--- src/rtl/mem_ctrl_pkg.sv ---
// Purpose: shared encodings for the memory-stage controller.
//   - op_e    : request opcodes carried on req_op (code 7 is reserved and
//               behaves like NOP)
//   - state_e : controller FSM states, also visible on dbg_state
//   - SP_INIT_DEF : stack pointer value after reset (empty stack, top slot)
package mem_ctrl_pkg;

  localparam int unsigned SP_INIT_DEF = 32'h0000_07FF;

  typedef enum logic [2:0] {
    OP_NOP    = 3'd0,
    OP_LOAD   = 3'd1,
    OP_STORE  = 3'd2,
    OP_PUSH   = 3'd3,
    OP_POP    = 3'd4,
    OP_PUSH32 = 3'd5,
    OP_POP32  = 3'd6,
    OP_RSVD   = 3'd7
  } op_e;

  typedef enum logic [2:0] {
    ST_IDLE   = 3'd0,
    ST_BEAT0  = 3'd1,
    ST_BEAT1  = 3'd2,
    ST_RDWAIT = 3'd3,
    ST_RESP   = 3'd4
  } state_e;

endpackage

--- src/rtl/mem_stage_ctrl_sp_unit.sv ---
// Purpose: stack pointer register with its neighbour values and the
//   underflow check for pop requests.
// Ports:
//   clk, reset      : clock, synchronous active-low reset (sp -> SP_INIT)
//   commit          : apply the SP adjustment implied by commit_op this edge
//   commit_op       : opcode of the operation being completed
//   check_op        : opcode being offered for acceptance (underflow check)
//   sp, sp_p1, sp_p2, sp_m1 : SP and SP+1 / SP+2 / SP-1 (wrapping)
//   underflow       : check_op is a pop that would read past the empty stack
module sp_unit
  import mem_ctrl_pkg::*;
#(
  parameter int                ADDR_W  = 16,
  parameter logic [ADDR_W-1:0] SP_INIT = ADDR_W'(SP_INIT_DEF)
) (
  input  logic              clk,
  input  logic              reset,
  input  logic              commit,
  input  logic [2:0]        commit_op,
  input  logic [2:0]        check_op,
  output logic [ADDR_W-1:0] sp,
  output logic [ADDR_W-1:0] sp_p1,
  output logic [ADDR_W-1:0] sp_p2,
  output logic [ADDR_W-1:0] sp_m1,
  output logic              underflow
);

  localparam logic [ADDR_W-1:0] SP_INIT_M1 = SP_INIT - ADDR_W'(1);

  logic [ADDR_W-1:0] sp_q;
  logic [ADDR_W-1:0] sp_m2;

  assign sp    = sp_q;
  assign sp_p1 = sp_q + ADDR_W'(1);
  assign sp_p2 = sp_q + ADDR_W'(2);
  assign sp_m1 = sp_q - ADDR_W'(1);
  assign sp_m2 = sp_q - ADDR_W'(2);

  // A 32-bit pop needs two occupied slots, so SP_INIT-1 is already too high.
  assign underflow = ((check_op == OP_POP)   && (sp_q == SP_INIT)) ||
                     ((check_op == OP_POP32) && (sp_q >= SP_INIT_M1));

  always_ff @(posedge clk) begin
    if (!reset) begin
      sp_q <= SP_INIT;
    end else if (commit) begin
      case (commit_op)
        OP_PUSH:   sp_q <= sp_m1;
        OP_POP:    sp_q <= sp_p1;
        OP_PUSH32: sp_q <= sp_m2;
        OP_POP32:  sp_q <= sp_p2;
        default:   sp_q <= sp_q;
      endcase
    end
  end

endmodule

--- src/rtl/mem_stage_ctrl.sv ---
// Purpose: initiator side of the Data_Memory port. Accepts load/store/stack
//   requests, sequences one or two memory beats, returns a one-cycle response.
//   32-bit stack ops (PUSH32/POP32) are split into two 16-bit beats.
// Ports:
//   clk, reset             : clock, synchronous active-low reset
//   req_valid/req_ready    : request handshake; a request is taken on an edge
//                            where both are 1. req_ready is 1 only in IDLE and
//                            the requester holds req_valid/op/addr/wdata stable
//                            until it is taken. req_valid while busy is ignored.
//   req_op/req_addr/req_wdata : opcode, LOAD/STORE address, write data
//   rsp_valid/rsp_data/rsp_err: one-cycle completion pulse, read result,
//                            stack-underflow flag (op dropped)
//   sp                     : current stack pointer
//   mem_*                  : Data_Memory port; read data returns one cycle
//                            after read_enable
//   dbg_state              : current FSM state (state_e encoding)
module mem_stage_ctrl
  import mem_ctrl_pkg::*;
#(
  parameter int                ADDR_W  = 16,
  parameter int                DATA_W  = 16,
  parameter logic [ADDR_W-1:0] SP_INIT = ADDR_W'(SP_INIT_DEF)
) (
  input  logic                clk,
  input  logic                reset,
  input  logic                req_valid,
  output logic                req_ready,
  input  logic [2:0]          req_op,
  input  logic [ADDR_W-1:0]   req_addr,
  input  logic [2*DATA_W-1:0] req_wdata,
  output logic                rsp_valid,
  output logic [2*DATA_W-1:0] rsp_data,
  output logic                rsp_err,
  output logic [ADDR_W-1:0]   sp,
  output logic                mem_read_enable,
  output logic                mem_write_enable,
  output logic [ADDR_W-1:0]   mem_read_addr,
  output logic [ADDR_W-1:0]   mem_write_addr,
  output logic [DATA_W-1:0]   mem_write_data,
  input  logic [DATA_W-1:0]   mem_read_data,
  output logic [2:0]          dbg_state
);

  state_e              state_q;
  op_e                 op_q;
  logic [ADDR_W-1:0]   addr_q;
  logic [2*DATA_W-1:0] wdata_q;
  logic [DATA_W-1:0]   lo_q;
  logic                err_q;
  logic                req_ready_q;
  logic                rsp_valid_q;
  logic [2*DATA_W-1:0] rsp_data_q;
  logic                rsp_err_q;
  logic                mem_re_q;
  logic                mem_we_q;
  logic [ADDR_W-1:0]   mem_raddr_q;
  logic [ADDR_W-1:0]   mem_waddr_q;
  logic [DATA_W-1:0]   mem_wdata_q;

  op_e                 req_op_e;
  logic                sp_commit;
  logic                underflow;
  logic [ADDR_W-1:0]   sp_p1;
  logic [ADDR_W-1:0]   sp_p2;
  logic [ADDR_W-1:0]   sp_m1;

  assign req_op_e  = op_e'(req_op);
  // SP moves only when a successful stack op completes.
  assign sp_commit = (state_q == ST_RESP) && !err_q;

  sp_unit #(
    .ADDR_W  (ADDR_W),
    .SP_INIT (SP_INIT)
  ) u_sp (
    .clk       (clk),
    .reset     (reset),
    .commit    (sp_commit),
    .commit_op (op_q),
    .check_op  (req_op),
    .sp        (sp),
    .sp_p1     (sp_p1),
    .sp_p2     (sp_p2),
    .sp_m1     (sp_m1),
    .underflow (underflow)
  );

  always_ff @(posedge clk) begin
    if (!reset) begin
      state_q     <= ST_IDLE;
      op_q        <= OP_NOP;
      addr_q      <= '0;
      wdata_q     <= '0;
      lo_q        <= '0;
      err_q       <= 1'b0;
      req_ready_q <= 1'b1;
      rsp_valid_q <= 1'b0;
      rsp_data_q  <= '0;
      rsp_err_q   <= 1'b0;
      mem_re_q    <= 1'b0;
      mem_we_q    <= 1'b0;
      mem_raddr_q <= '0;
      mem_waddr_q <= '0;
      mem_wdata_q <= '0;
    end else begin
      // Enables and the response pulse are single-cycle by default.
      mem_re_q    <= 1'b0;
      mem_we_q    <= 1'b0;
      rsp_valid_q <= 1'b0;
      rsp_err_q   <= 1'b0;
      case (state_q)
        ST_IDLE: begin
          if (req_valid && (req_op_e != OP_NOP) && (req_op_e != OP_RSVD)) begin
            op_q        <= req_op_e;
            addr_q      <= req_addr;
            wdata_q     <= req_wdata;
            req_ready_q <= 1'b0;
            err_q       <= underflow;
            // An underflowing pop skips memory entirely.
            state_q     <= underflow ? ST_RESP : ST_BEAT0;
          end
        end
        ST_BEAT0: begin
          state_q <= ST_RESP;
          case (op_q)
            OP_LOAD: begin
              mem_re_q    <= 1'b1;
              mem_raddr_q <= addr_q;
              state_q     <= ST_RDWAIT;
            end
            OP_STORE: begin
              mem_we_q    <= 1'b1;
              mem_waddr_q <= addr_q;
              mem_wdata_q <= wdata_q[DATA_W-1:0];
            end
            OP_PUSH: begin
              mem_we_q    <= 1'b1;
              mem_waddr_q <= sp;
              mem_wdata_q <= wdata_q[DATA_W-1:0];
            end
            OP_POP: begin
              mem_re_q    <= 1'b1;
              mem_raddr_q <= sp_p1;
              state_q     <= ST_RDWAIT;
            end
            OP_PUSH32: begin
              mem_we_q    <= 1'b1;
              mem_waddr_q <= sp;
              mem_wdata_q <= wdata_q[2*DATA_W-1:DATA_W];
              state_q     <= ST_BEAT1;
            end
            OP_POP32: begin
              mem_re_q    <= 1'b1;
              mem_raddr_q <= sp_p1;
              state_q     <= ST_BEAT1;
            end
            default: state_q <= ST_RESP;
          endcase
        end
        ST_BEAT1: begin
          state_q <= ST_RESP;
          if (op_q == OP_PUSH32) begin
            mem_we_q    <= 1'b1;
            mem_waddr_q <= sp_m1;
            mem_wdata_q <= wdata_q[DATA_W-1:0];
          end else if (op_q == OP_POP32) begin
            mem_re_q    <= 1'b1;
            mem_raddr_q <= sp_p2;
            state_q     <= ST_RDWAIT;
          end
        end
        ST_RDWAIT: begin
          // For POP32 the low word (first read beat) is on the bus now;
          // single reads and the POP32 high word are taken in RESP.
          if (op_q == OP_POP32) lo_q <= mem_read_data;
          state_q <= ST_RESP;
        end
        ST_RESP: begin
          rsp_valid_q <= 1'b1;
          rsp_err_q   <= err_q;
          if (err_q) begin
            rsp_data_q <= '0;
          end else if (op_q == OP_POP32) begin
            rsp_data_q <= {mem_read_data, lo_q};
          end else if ((op_q == OP_LOAD) || (op_q == OP_POP)) begin
            rsp_data_q <= {{DATA_W{1'b0}}, mem_read_data};
          end else begin
            rsp_data_q <= '0;
          end
          req_ready_q <= 1'b1;
          state_q     <= ST_IDLE;
        end
        default: begin
          req_ready_q <= 1'b1;
          state_q     <= ST_IDLE;
        end
      endcase
    end
  end

  assign req_ready        = req_ready_q;
  assign rsp_valid        = rsp_valid_q;
  assign rsp_data         = rsp_data_q;
  assign rsp_err          = rsp_err_q;
  assign mem_read_enable  = mem_re_q;
  assign mem_write_enable = mem_we_q;
  assign mem_read_addr    = mem_raddr_q;
  assign mem_write_addr   = mem_waddr_q;
  assign mem_write_data   = mem_wdata_q;
  assign dbg_state        = state_q;

endmodule
--- config.mk ---
export PLATFORM = sky130hd
export DESIGN_NAME = mem_stage_ctrl
export DESIGN_NICKNAME = d
export VERILOG_FILES = /design/src/rtl/mem_ctrl_pkg.sv /design/src/rtl/mem_stage_ctrl_sp_unit.sv /design/src/rtl/mem_stage_ctrl.sv
export SDC_FILE = /design/constraint.sdc
export NUM_CORES = 1
export LEC_CHECK = 0
export CORE_AREA = 3 3 142 144
export CTS_CLUSTER_DIAMETER = 40
export DETAILED_ROUTE_END_ITERATION = 7
export DIE_AREA = 0 0 145 147
export GPL_ROUTABILITY_DRIVEN = 0
export PLACE_DENSITY_LB_ADDON = 0.12
export SYNTH_ARGS = -nofsm -noshare
export SYNTH_HDL_FRONTEND = slang
export SYNTH_SLANG_ARGS = --single-unit
export TNS_END_PERCENT = 1
--- constraint.sdc ---
create_clock -name clk -period 2 [get_ports clk]
set_input_delay 0.4 -clock clk [delete_from_list [all_inputs] [get_ports clk]]
set_output_delay 0.4 -clock clk [all_outputs]
set_load 0.01 [all_outputs]
==> Word level (Yosys, flattened, before mapping) <==
Index checks and enable logic that the tools add are counted.
{ "word_totals": {"input_bits": 70, "reg_bits": 172, "elab_cells": 101} }
{ "op_classes": {"n_lt_le_gt_ge": 1, "n_mux": 30, "eq_ne": 21, "add_sub_neg": 4, "bitwise_logic": 1, "n_reduce_logical": 28} }
{ "ops": {"columns": ["cell", "n"], "rows": [
  ["case mux 16 bit (2 select lines)", 6],
  ["two-way mux 16 bit", 5],
  ["two-way mux 32 bit", 2],
  ["case mux 16 bit (4 select lines)", 1],
  ["equality test 3 bit, second input constant", 6],
  ["adder 16 x 1 -> 16 bit, second input constant", 1],
  ["adder 16 x 2 -> 16 bit, second input constant", 1],
  ["equality test 16 x 11 -> 1 bit, second input constant", 1],
  [">= comparator 16 x 11 -> 1 bit, second input constant", 1],
  ["subtractor 16 x 1 -> 16 bit, second input constant", 1],
  ["subtractor 16 x 2 -> 16 bit, second input constant", 1],
  ["equality test 3 x 2 -> 1 bit, second input constant", 4],
  ["two-way mux 3 bit", 4],
  ["!= test 3 bit, second input constant", 4],
  ["case mux 3 bit (4 select lines)", 1],
  ["AND reduction 2 bit", 5],
  ["OR reduction 2 bit", 5],
  ["OR reduction 3 bit", 3],
  ["!= test 2 bit, second input constant", 4],
  ["two-way mux 1 bit", 7],
  ["equality test 3 x 1 -> 1 bit, second input constant", 2],
  ["case mux 1 bit (2 select lines)", 3],
  ["case mux 3 bit (2 select lines)", 1],
  ["AND reduction 3 bit", 2],
  ["other kinds (9)", 14]
]} }

==> Longest topological paths before layout <==
{ "logic_depth": {"word_depth": 6, "mapped_depth": 9} }

==> By module <==
Synthesis repeated with hierarchy kept, for this count alone.
{ "hier_totals": {"hier_cells": 1102, "area_unflattened_um2": 9273.9} }
{ "by_module_without_submodules": {"columns": ["module", "cells_per_inst", "area_each_um2", "instances"], "rows": [
  ["mem_stage_ctrl", 741, 6711.4, 1],
  ["sp_unit", 361, 2562.5, 1]
]} }

==> Worst setup path after synthesis <==
No wires, ideal clock.
{ "synth_path": {"path_kind": "register to register", "startpoint": "reg u_sp.sp_q[1] (netlist: u_sp.sp[1])", "endpoint": "reg u_sp.sp_q[7] (netlist: u_sp.sp[7])", "setup_slack_ns": -0.208, "period_less_slack_ns": 2.208, "stages_incl_launch_ff": 9, "required_time_ns": 1.880, "path_buffers": 1, "setup_time_ns": 0.120, "arrival_time_ns": 2.088, "path_cell_list": "dfxtp_1 > buf_2 > clkinv_1 > ha_1 > nor3b_2 > and3_1 > or4_1 > o211ai_1 > o21ai_1"} }
{ "synth_via": {"elab_chain_cells": 2, "word_cells_on_any_way": 5, "cone_classes": "add/sub: 4; mux: 1"} }
{ "synth_lines": {"columns": ["element", "line", "rtl"], "rows": [
  ["from (decl)", "mem_stage_ctrl_sp_unit.sv:30", "logic [ADDR_W-1:0] sp_q;"],
  ["from (signal assigned)", "mem_stage_ctrl_sp_unit.sv:48", "OP_PUSH: sp_q <= sp_m1;"],
  ["from (signal assigned)", "mem_stage_ctrl_sp_unit.sv:49", "OP_POP: sp_q <= sp_p1;"],
  ["from (signal assigned)", "mem_stage_ctrl_sp_unit.sv:50", "OP_PUSH32: sp_q <= sp_m2;"],
  ["adder 16 x 2 -> 16 bit (tied with other cells)", "mem_stage_ctrl_sp_unit.sv:35", "assign sp_p2 = sp_q + ADDR_W'(2);"],
  ["case mux 16 bit (4 select lines) (*)", "mem_stage_ctrl_sp_unit.sv:47", "case (commit_op)"]
]} }
Every way passes the cells marked *; elsewhere a longest branch is shown, timed or not.
A chain may end at the register's enable or synchronous reset.

==> Worst setup path in the final report <==
{ "layout_path": {"startpoint": "reg u_sp.sp_q[1] (netlist: u_sp.sp[1])", "endpoint": "reg mem_waddr_q[14] (netlist: mem_write_addr[14])"} }
{ "layout_via": {"elab_chain_cells": 3} }
{ "layout_lines": {"columns": ["element", "line", "rtl"], "rows": [
  ["subtractor 16 x 1 -> 16 bit", "mem_stage_ctrl_sp_unit.sv:36", "assign sp_m1 = sp_q - ADDR_W'(1);"],
  ["two-way mux 16 bit", "mem_stage_ctrl.sv:161", "if (op_q == OP_PUSH32) begin"],
  ["case mux 16 bit (2 select lines)", "mem_stage_ctrl.sv:110", "case (state_q)"],
  ["to (signal assigned)", "mem_stage_ctrl.sv:132", "mem_waddr_q <= addr_q;"],
  ["to (signal assigned)", "mem_stage_ctrl.sv:137", "mem_waddr_q <= sp;"],
  ["to (signal assigned)", "mem_stage_ctrl.sv:163", "mem_waddr_q <= sp_m1;"],
  ["to (decl)", "mem_stage_ctrl.sv:57", "logic [ADDR_W-1:0] mem_waddr_q;"]
]} }
Every way passes these cells. The select of a mux whose other input is x is not followed.

==> impl_metrics.prom <==
# TYPE chip_impl_metric gauge
chip_impl_metric{name="largest_net_degree_at_the_start_of_global_routing",unit=""} 52
chip_impl_info{name="dominantRegCellSynth",value="sky130_fd_sc_hd__dfxtp_1"} 1
chip_impl_metric{name="die_area",unit="um^2"} 21300
chip_impl_metric{name="synth-seq-area-share",unit="%"} 37.8
chip_impl_metric{name="avgRoutedWirePerCell",unit="um"} 19.7
chip_impl_info{name="critPathSlowestCell",value="sky130_fd_sc_hd__a222oi_1"} 1
chip_impl_metric{name="route.final.wire_length",unit="um"} 32700
chip_impl_metric{name="synth.lib_cells_used.distinct",unit=""} 91
chip_impl_metric{name="num_vias",unit=""} 10100
chip_impl_metric{name="count_of_antenna_violating_nets_left_after_detailed_routing",unit=""} 0
chip_impl_info{name="cp-end-kind",value="flop"} 1
chip_impl_info{name="synthTopCellsByArea",value="sky130_fd_sc_hd__dfxtp_1 (38%), sky130_fd_sc_hd__nand2_1 (8.6%), sky130_fd_sc_hd__a21oi_1 (6.1%)"} 1
chip_impl_metric{name="setup-violations-final",unit=""} 1
chip_impl_info{name="cp_common_cell",value="sky130_fd_sc_hd__buf_4"} 1
chip_impl_metric{name="power_leakage",unit="nW"} 4.70
chip_impl_metric{name="timing.final.crit_period",unit="ps"} 2030
chip_impl_metric{name="fp.dieH",unit="um"} 147
chip_impl_info{name="violations",value="DRC, setup timing"} 1
chip_impl_metric{name="fill_cells",unit=""} 1643
chip_impl_metric{name="numCtsBuffers",unit=""} 17
chip_impl_info{name="synth_top_area_cell",value="sky130_fd_sc_hd__dfxtp_1"} 1
chip_impl_info{name="timing.critical_path.from_type",value="flop"} 1
chip_impl_metric{name="ctsHoldBuffers",unit=""} 0
chip_impl_metric{name="worstSkewPairLatency",unit="ps"} 440
chip_impl_info{name="clk_root_buffer_cell",value="sky130_fd_sc_hd__clkbuf_16"} 1
chip_impl_metric{name="layout-drive-gt1-share",unit="%"} 16.9
chip_impl_metric{name="worst-slew-pin-transition",unit="ps"} 549
chip_impl_metric{name="globalRoute.totalOverflow",unit=""} 0
chip_impl_metric{name="fin_worst_skew",unit="ps"} 16.7
chip_impl_metric{name="final_cells",unit=""} 1663
chip_impl_info{name="rsz0062_at_grt",value="yes"} 1
chip_impl_metric{name="clk_transition_reported_paths",unit="ps"} 80
chip_impl_metric{name="post_cts.repair.setup_buffers",unit=""} 0
chip_impl_metric{name="yosysWarningCount",unit=""} 0
chip_impl_metric{name="worst_ir_drop_vdd",unit="mV"} 0.657
chip_impl_metric{name="core_area",unit="um^2"} 18800
chip_impl_metric{name="synth_seq_cells",unit=""} 172
chip_impl_metric{name="timing.final.max_slew_violations",unit=""} 0
chip_impl_metric{name="finalPower",unit="mW"} 8.31
chip_impl_metric{name="worstPathMaxFanout",unit=""} 6
chip_impl_metric{name="first_global_vias",unit=""} 9529
chip_impl_metric{name="die_x",unit="um"} 145
chip_impl_metric{name="max_freq",unit="GHz"} 0.492
chip_impl_metric{name="final_critical_path_setup_slack",unit="ps"} -32.9
chip_impl_metric{name="clockBufferDepth",unit=""} 2
chip_impl_info{name="tritoncts_clock_tree",value="built"} 1
chip_impl_metric{name="cp.arrival",unit="ps"} 2330
chip_impl_metric{name="boundaryPins",unit=""} 174
chip_impl_info{name="critPathKind",value="flop to flop"} 1
chip_impl_metric{name="critPathRequiredTime",unit="ps"} 2300
chip_impl_metric{name="synth_edf_count",unit=""} 0
chip_impl_metric{name="synthArstFlopShare",unit="%"} 0
chip_impl_metric{name="drc",unit=""} 1
chip_impl_metric{name="placed_cells",unit=""} 1631
chip_impl_metric{name="num_antenna_cells",unit=""} 0
chip_impl_metric{name="drt-vias-per-instance",unit=""} 6.06
chip_impl_metric{name="initial_utilization",unit="%"} 48.4
chip_impl_metric{name="number_of_antenna_violations_at_the_first_check_in_global_routing",unit=""} 0
chip_impl_metric{name="cpPeakStageDelay",unit="ps"} 400
chip_impl_metric{name="io_buffers",unit=""} 173
chip_impl_metric{name="drt_pass1_iterations",unit=""} 8
chip_impl_metric{name="cell_area_power_density",unit="nW/um^2"} 661
chip_impl_metric{name="hold_viol",unit=""} 0
chip_impl_metric{name="rows",unit=""} 50
chip_impl_metric{name="cts_num_sinks",unit=""} 172
chip_impl_metric{name="post_synth_inst_count",unit=""} 1177
chip_impl_metric{name="synthesis.area_per_instance",unit="um^2"} 7.74
chip_impl_metric{name="drtIter0Drc",unit=""} 1085
chip_impl_metric{name="synth.top_cell.area_share",unit="%"} 37.8
chip_impl_metric{name="fin_nets",unit=""} 1465
chip_impl_metric{name="grt_util_all_layers",unit="%"} 29.5
chip_impl_info{name="path_cells",value="clkinv_2, ha_1, nor3b_1, buf_4, and4_1, buf_4, a222oi_1, o22ai_1"} 1
chip_impl_metric{name="flow.area_growth_from_synthesis",unit="%"} 38.2
chip_impl_metric{name="cts_max_level",unit=""} 4
chip_impl_metric{name="area_of_the_mapped_netlist",unit="um^2"} 9110
chip_impl_metric{name="timing.max_slew.rel_slack",unit="%"} 63.3
chip_impl_metric{name="wire_length_of_the_first_global_routing_pass",unit="um"} 51400
chip_impl_metric{name="min_period_over_period",unit="%"} 102
chip_impl_info{name="status",value="finished with violations"} 1
chip_impl_metric{name="dp_hpwl",unit="um"} 22900
chip_impl_metric{name="drv_cap",unit=""} 0
chip_impl_metric{name="postSynthNetCount",unit=""} 1252
chip_impl_info{name="hold_path_class",value="primary input to flop"} 1
## flip-flops by register name (all words and copies together) (netlist names), 3 cells and up
register,flops
rsp_data,32
mem_write_addr,16
dbg_state,3
u_sp.sp,16
lo_q,16
wdata_q,32
op_q,3
addr_q,16
mem_read_addr,16
mem_write_data,16
## area by class of cell
type	count	area, um^2	share of cell area (%)
clock buffers	18	429	3.41
clock inverters	14	175	1.39
inverters	16	63.8	0.507
multi-input cells	867	5120	40.7
flip-flops and latches	172	3480	27.6
well taps	260	325	2.59
repair buffers	316	2990	23.7
## kinds of logic after synthesis
| group | synth area share, % |
|---|---|
| AND/OR/NAND/NOR | 24.1 |
| XOR/XNOR | 1.73 |
| multiplexers | 1.03 |
| AO/OA/AOI/OAI | 27.6 |
| adder cells (fa/ha/maj) | 0.687 |
| flip-flops | 37.8 |
| buffers and inverters | 7.08 |
## power by group
| group | internal, mW | total (mW) | switching [mW] |
|---|---|---|---|
| clock | 1.69 | 3.37 | 1.68 |
| combinational | 0.595 | 1.31 | 0.717 |
| sequential | 3.54 | 3.63 | 0.0970 |
## per-layer routing
layer / up-vias / GRT usage (%) / wire length, um
li1: 4708 / - / -
met1: 4655 / 36.9 / 12800
met2: 581 / 48.2 / 15200
met3: 134 / 6.54 / 3040
met4: 0 / 15.2 / 1710
met5: - / 0 / 0
## layout by cell type (no fill, tap or decap), drive strengths merged, types with 5 or more instances in the layout
master | Yosys | routed
nand3 | 25 | 25
nor3 | 14 | 14
nand2 | 209 | 209
a222oi | 16 | 16
ha | 5 | 5
nor2 | 112 | 112
a21oi | 111 | 111
a311oi | 20 | 20
xor2 | 5 | 5
mux2i | 6 | 6
xnor2 | 13 | 13
nor4 | 18 | 18
nand4 | 16 | 16
a31oi | 18 | 18
a22oi | 23 | 23
clkinv | 3 | 12
o22ai | 14 | 14
nand2b | 6 | 6
clkdlybuf4s50 | 0 | 168
o32ai | 6 | 6
and4 | 5 | 5
and3 | 7 | 7
o211a | 5 | 5
o211ai | 16 | 16
o21ai | 81 | 81
o221ai | 10 | 10
dfxtp | 172 | 172
and2 | 8 | 8
a221oi | 5 | 5
inv | 13 | 18
clkbuf | 56 | 18
buf | 66 | 144
a2111oi | 5 | 5
## stage by stage
step | area [um^2] | hold WS, ps | TNS, ps | worst slack [ps] | utilization (%)
after floorplan | 9110 | 433 | -3.44 | -3.44 | -
after global placement | 11800 | 439 | -9740 | -204 | 62.9
after detailed placement | 11800 | 444 | -12450 | -258 | 62.9
after CTS | 12500 | 306 | -27.0 | -27.0 | 66.3
after global routing | 12600 | 336 | -402 | -82.3 | 66.8
final | 12600 | 325 | -32.9 | -32.9 | 66.8
## cells in the mapped netlist, types with 5 or more instances
cell type	count
sky130_fd_sc_hd__o211ai_1	16
sky130_fd_sc_hd__nor4_1	13
sky130_fd_sc_hd__dfxtp_1	172
sky130_fd_sc_hd__nand4_1	13
sky130_fd_sc_hd__nand2_1	208
sky130_fd_sc_hd__buf_4	17
sky130_fd_sc_hd__nand2b_1	5
sky130_fd_sc_hd__inv_1	12
sky130_fd_sc_hd__and2_1	7
sky130_fd_sc_hd__a31oi_1	18
sky130_fd_sc_hd__o221ai_1	10
sky130_fd_sc_hd__ha_1	5
sky130_fd_sc_hd__xnor2_1	13
sky130_fd_sc_hd__buf_2	44
sky130_fd_sc_hd__a311oi_1	20
sky130_fd_sc_hd__and3_1	7
sky130_fd_sc_hd__o22ai_1	14
sky130_fd_sc_hd__o32ai_1	6
sky130_fd_sc_hd__nand3_1	24
sky130_fd_sc_hd__nor2_1	108
sky130_fd_sc_hd__mux2i_1	6
sky130_fd_sc_hd__clkbuf_1	56
sky130_fd_sc_hd__a21oi_1	111
sky130_fd_sc_hd__nor3_1	13
sky130_fd_sc_hd__a22oi_1	23
sky130_fd_sc_hd__xor2_1	5
sky130_fd_sc_hd__a222oi_1	16
sky130_fd_sc_hd__and4_1	5
sky130_fd_sc_hd__o211a_1	5
sky130_fd_sc_hd__o21ai_0	74
sky130_fd_sc_hd__o21ai_1	6
## worst paths after layout
check | depth (start not counted) | to | from | slack (ps)
worst max register to register | 8 | mem_write_addr[14]$_SDFFE_PN0P_ | u_sp.sp[1]$_SDFFE_PN1P_ | -30
worst max-delay path | 8 | mem_write_addr[14]$_SDFFE_PN0P_ | u_sp.sp[1]$_SDFFE_PN1P_ | -30
worst min-delay path | 3 | mem_write_addr[5]$_SDFFE_PN0P_ | reset | 330
worst min register to register | 2 | wdata_q[8]$_SDFFE_PN0P_ | wdata_q[8]$_SDFFE_PN0P_ | 450
## worst max-delay path, delay by kind of cell, from the launching register on
kind / cells / cell delay, ps
compound gates: 2 / 520
buf+inv: 3 / 400
flops: 1 / 390
simple gates: 2 / 360
fa+ha+maj: 1 / 210
## timing repair
item | CTS | global route
gates resized for setup | 24 | 24
cloned | 0 | 0
setup endpoints to repair | 34 | 42
pin swaps | 2 | 1
No activity file was read; power rests on OpenSTA's default activity.
